`config.mk`:
```
export PLATFORM = sky130hd
export DESIGN_NAME = fpu_seq
export DESIGN_NICKNAME = d
export VERILOG_FILES = /design/src/rtl/fpu_seq.sv
export SDC_FILE = /design/constraint.sdc
export NUM_CORES = 1
export LEC_CHECK = 0
export ABC_AREA = 0
export CAP_MARGIN = 20
export CORE_ASPECT_RATIO = 1.75
export CORE_MARGIN = 8
export CORE_UTILIZATION = 39
export DETAILED_ROUTE_END_ITERATION = 6
export PLACE_DENSITY = 0.81
export SLEW_MARGIN = 20
export SYNTH_ARGS = -nofsm -noshare
export SYNTH_HDL_FRONTEND = slang
export SYNTH_SLANG_ARGS = --single-unit
```
`constraint.sdc`:
```
create_clock -name clk -period 4.3 [get_ports clk]
set_input_delay 1.29 -clock clk [delete_from_list [all_inputs] [get_ports clk]]
set_output_delay 1.29 -clock clk [all_outputs]
set_load 0.02 [all_outputs]
```
`src/rtl/fpu_seq.sv`:
```
// Sequencer between the RISC5 execute stage and the FP adder/multiplier/divider.
// Optional watchdog on the RUN state is enabled with `define FPU_TMO_EN.
module fpu_seq #(
  parameter int TMO_BITS = 6
) (
  input  logic        clk,
  input  logic        rst,
  input  logic        req_valid,
  output logic        req_ready,
  input  logic [2:0]  req_op,
  input  logic [31:0] req_x,
  input  logic [31:0] req_y,
  output logic        res_valid,
  output logic [31:0] res_z,
  output logic        res_err,
  output logic [31:0] fu_x,
  output logic [31:0] fu_y,
  output logic [1:0]  add_op,
  output logic        add_run,
  input  logic        add_stall,
  input  logic [31:0] add_z,
  output logic        mul_run,
  input  logic        mul_stall,
  input  logic [31:0] mul_z,
  output logic        div_run,
  input  logic        div_stall,
  input  logic [31:0] div_z
);

  typedef enum logic [1:0] {IDLE, RUN, DONE} state_t;

  state_t      state, state_nxt;
  logic [2:0]  op_r;
  logic        accept;
  logic        illegal;
  logic        capture;
  logic        timeout;
  logic        sel_stall;
  logic [31:0] sel_z;

  assign illegal = (req_op[2:1] == 2'b11);
  assign add_op  = op_r[1:0];

`ifdef FPU_TMO_EN
  logic [TMO_BITS-1:0] tmo_cnt;
  logic [TMO_BITS-1:0] tmo_inc;
  logic                tmo_hit;

  // tmo_cnt holds the number of completed RUN cycles; the limit fires in RUN cycle 2^TMO_BITS-1
  assign tmo_inc = tmo_cnt + TMO_BITS'(1);
  assign tmo_hit = &tmo_inc;

  always_ff @(posedge clk or posedge rst) begin
    if (rst)
      tmo_cnt <= '0;
    else if (accept)
      tmo_cnt <= '0;
    else if (state == RUN)
      tmo_cnt <= tmo_inc;
  end
`endif

  always_ff @(posedge clk or posedge rst) begin
    if (rst)
      state <= IDLE;
    else
      state <= state_nxt;
  end

  always_comb begin
    state_nxt = state;
    accept    = 1'b0;
    capture   = 1'b0;
    timeout   = 1'b0;
    req_ready = 1'b0;
    res_valid = 1'b0;
    add_run   = 1'b0;
    mul_run   = 1'b0;
    div_run   = 1'b0;
    sel_stall = add_stall;
    sel_z     = add_z;
    if (op_r == 3'b100) begin
      sel_stall = mul_stall;
      sel_z     = mul_z;
    end else if (op_r == 3'b101) begin
      sel_stall = div_stall;
      sel_z     = div_z;
    end
    case (state)
      IDLE: begin
        req_ready = !rst;
        if (req_valid) begin
          accept    = 1'b1;
          state_nxt = illegal ? DONE : RUN;
        end
      end
      RUN: begin
        // run lines decode from the state register so reset drops them asynchronously
        add_run = !op_r[2];
        mul_run = (op_r == 3'b100);
        div_run = (op_r == 3'b101);
        if (!sel_stall) begin
          capture   = 1'b1;
          state_nxt = DONE;
        end
`ifdef FPU_TMO_EN
        else if (tmo_hit) begin
          timeout   = 1'b1;
          state_nxt = DONE;
        end
`endif
      end
      DONE: begin
        res_valid = 1'b1;
        state_nxt = IDLE;
      end
      default: state_nxt = IDLE;
    endcase
  end

  always_ff @(posedge clk or posedge rst) begin
    if (rst) begin
      fu_x    <= '0;
      fu_y    <= '0;
      op_r    <= '0;
      res_z   <= '0;
      res_err <= 1'b0;
    end else begin
      if (accept) begin
        fu_x <= req_x;
        fu_y <= req_y;
        op_r <= req_op;
        if (illegal) begin
          res_z   <= '0;
          res_err <= 1'b1;
        end
      end
      if (capture) begin
        res_z   <= sel_z;
        res_err <= 1'b0;
      end
      if (timeout) begin
        res_z   <= '0;
        res_err <= 1'b1;
      end
    end
  end

endmodule

```
# --- Word level (Yosys, flattened, before mapping) ---
# Cells that the tools add are included.
classes:
  magnitude_cmp: 0
  eq_ne: 7
  mux: 23
  bitwise_logic: 0
  n_reduce_logical: 7
  shift: 0
  mul: 0
  div: 0
  n_addsub: 0
op_table:
  columns: ["cell", "count"]
  rows:
  - ["2-to-1 mux 32 bit", 5]
  - ["2-to-1 mux 1 bit", 14]
  - ["equality test 3 bit, second input constant", 2]
  - ["2-to-1 mux 2 bit", 3]
  - ["equality test 2 bit, second input constant", 2]
  - ["!= test 2 bit, second input constant", 2]
  - ["case mux 2 bit (2 select lines)", 1]
  - ["AND reduction 2 bit", 2]
  - ["nonzero test 2 bit", 2]
  - ["equality test 2 x 1 -> 1 bit, second input constant", 1]
  - ["zero test 1 bit", 2]
  - ["zero test 2 bit", 1]
totals:
  latch_bits: 0
  romBits: 0
  n_memories: 0
  reg_bits: 102
  wordCells: 43
  mem_bits_rw: 0

# --- Depth between registers and ports, before layout ---
depth:
  ltp_word: 7
  ltp_mapped: 6
  mapped_depth_nobuf: 3

# --- Worst setup path after synthesis ---
# OpenSTA, ideal clock, no wires.
synth_timing:
  path_type: "input-to-output"
  from: "in rst"
  to: "out req_ready"
  arrival_ns: 1.745
  n_path_buf: 0
  cell_stages: 1
  setup_slack_ns: 1.265
  cell_sequence: "nor3_1"
synth_between:
  elab_chain_len: 2
synth_lines:
  columns: ["item", "line", "source"]
  rows:
  - ["start: declaration", "7", "input logic rst,"]
  - ["zero test 1 bit (no source line)", null, null]
  - ["2-to-1 mux 1 bit", "89", "case (state)"]
  - ["end: declaration", "9", "output logic req_ready,"]
# No other way between the ends.

# --- Worst setup path in the final report ---
# Same ends and word-level chain as after synthesis.

==> results.json <==
{
  "status": "completed",
  "dp_hpwl_um": 13100,
  "dp_slack_ns": 0.380,
  "io_pins": 273,
  "hold_viol": 0,
  "synth-seq-cells": 102,
  "grt-ovfl-total": 0,
  "max-clock-path-buffers": 2,
  "setup_viol": 0,
  "cts-resized-gates": 0,
  "timing.rr.end": "res_z[9]",
  "r2r-start": "op_r[0]",
  "ys_seq_area_frac": 0.522,
  "final_nets": 914,
  "power_mw": 5.63,
  "power_density_nw_per_um2": 703,
  "drv.max_cap_violation_count": 0,
  "post-place-cells": 902,
  "insertion_delay_ns": 0.33,
  "grt_util_met2": 0.361,
  "vias": 4394,
  "max_freq_mhz": 256,
  "leakagePower_nw": 3.73,
  "reg2regPathDepth": 5,
  "grt-busiest-layer": "met2",
  "port-buffer-count": 272,
  "diodes": 0,
  "postSynthCellCount": 490,
  "cts.reportedPaths.clkPinSlew_ns": 0.06,
  "die-width_um": 101,
  "setup_tns_ns": 0,
  "drtIter0Drc": 123,
  "worst_pin_slew_ns": 0.699,
  "area_growth_pct": 63.9,
  "vias_per_cell": 4.79,
  "start_util": 0.395,
  "cts.htree.levels": 3,
  "fin_ws_ns": 0.391,
  "whs_ns": 0.474,
  "antenna_left": 0,
  "grt_pass1_wl_um": 25200,
  "post-cts-setup-buffers": 0,
  "min_from": "fu_y[21]",
  "die_h_um": 164,
  "first_global_vias": 4740,
  "synth_area_per_cell_sq_um": 9.97,
  "yosysUniqueCellTypes": 24,
  "grt_use_met3": 0.0624,
  "grt_max_degree": 69,
  "hold_end": "fu_y[21]",
  "core-area_sq_um": 12400,
  "gp_congestion": 0.788,
  "drv_slew": 0,
  "numCtsBuffers": 9,
  "dr.pass1.iters": 4,
  "rsz0062_at_grt": "no",
  "dieArea_sq_um": 16500,
  "syn_area_sq_um": 4890,
  "holdPathStages": 2,
  "hold_class": "reg -> reg",
  "drt-wirelength-per-cell_um": 17.8,
  "fin_skew_ns": 0.0127,
  "start_kind": "primary input",
  "period_share": 0.909,
  "crit_arrival_ns": 2.62,
  "rows": 54,
  "tritoncts": "built",
  "grt_usage": 0.193,
  "drive_above_1_share": 0.0800,
  "antenna_found_initial": 0,
  "endpoint_kind": "output pin",
  "cts_root_buffer": "clkbuf_16",
  "worstPathRequired_ns": 3.01,
  "totalWireLength_um": 16300,
  "ir_drop_mv": 0.466,
  "clkSinkCount": 102,
  "yosysWarnings": 0,
  "hold_buffers": 0,
  "stdcell_count": 918,
  "crit_type": "in -> out",
  "route.detailed.drc": 0,
  "critPathMaxFanout": 2,
  "met1_usage": 0.192,
  "r2r_slack_ns": 2.36,
  "syn-num-nets": 659,
  "fin_crit_ns": 3.91,
  "slew_headroom": 0.533
}
## flip-flops by register name (all words and copies together), names as in the netlist
name,count
fu_x,32
res_z,32
op_r,3
res_err,1
fu_y,32
state,2
## per-layer routing
metal / vias up / share of wire
met4: 0 / 0.027
met3: 27 / 0.077
li1: 2103 / -
met2: 176 / 0.54
met5: - / 0
met1: 2088 / 0.35
## cells in the mapped netlist (all sizes together)
cell type | instances | area share
a22oi | 1 | 0.0026
a32o | 1 | 0.0020
and2 | 1 | 0.0013
and4bb | 1 | 0.0026
buf | 28 | 0.047
clkbuf | 8 | 0.0061
dfrtp | 102 | 0.52
inv | 3 | 0.0023
mux2 | 32 | 0.074
mux2i | 66 | 0.14
nand2 | 203 | 0.16
nand2b | 1 | 0.0013
nor2 | 3 | 0.0023
nor2b | 1 | 0.0013
nor3 | 2 | 0.0020
nor3b | 2 | 0.0041
o21a | 1 | 0.0015
o21ai | 33 | 0.034
or3b | 1 | 0.0023
## cell usage in the layout, fill, tap and decap left out, types with 2 or more instances in the layout
cell type,netlist,final
bufinv_16,0,3
inv_1,3,2
nand2_1,203,202
clkbuf_16,0,9
o21ai_1,22,22
buf_4,3,6
nor2_1,3,3
o21ai_0,11,11
clkdlybuf4s50_1,0,272
nor3_1,2,2
clkbuf_1,8,2
dfrtp_1,102,102
mux2i_1,66,66
mux2_2,32,32
## worst max path at each step
stage | startpoint | to | slack [ns] | depth (start not counted)
floorplan | rst | fu_x[0] | 0.33 | 1
global placement | rst | req_ready | 0.40 | 3
detailed placement | rst | req_ready | 0.38 | 3
CTS | rst | req_ready | 0.37 | 3
global route | rst | req_ready | 0.32 | 3
finish | rst | req_ready | 0.39 | 3
## report_power, final
group | internal, mW | switching, mW
sequential | 1.42 | 0.264
clock | 0.572 | 0.340
combinational | 1.44 | 1.60
total | 3.43 | 2.20
## area by class of cell
| cell class | count | area, sq um |
|---|---|---|
| fill | 1000 | 4360 |
| timing repair buffer | 280 | 2820 |
| sequential | 102 | 2550 |
| multi-input combinational | 349 | 2080 |
| clock buffer | 11 | 233 |
| tap | 168 | 210 |
| clock inverter | 5 | 106 |
| inverter | 3 | 13.8 |
## cell families after synthesis
kind of cell	share of synthesized area
AND/OR/NAND/NOR	0.173
flip-flops	0.522
AO/OA/AOI/OAI	0.0399
multiplexers	0.209
buffers and inverters	0.0556
## critical path, cell delays in order
cell             delay [ns]
clkdlybuf4s50_1        0.49
nor3_1                 0.19
clkdlybuf4s50_1        0.65
## through the flow
| step | cell area, sq um | util |
|---|---|---|
| floorplan | 4890 | - |
| global placement | 7640 | 0.618 |
| detailed placement | 7670 | 0.620 |
| CTS | 8010 | 0.648 |
| global route | 8010 | 0.648 |
| finish | 8010 | 0.648 |
Power figures use the tool's default switching activity.
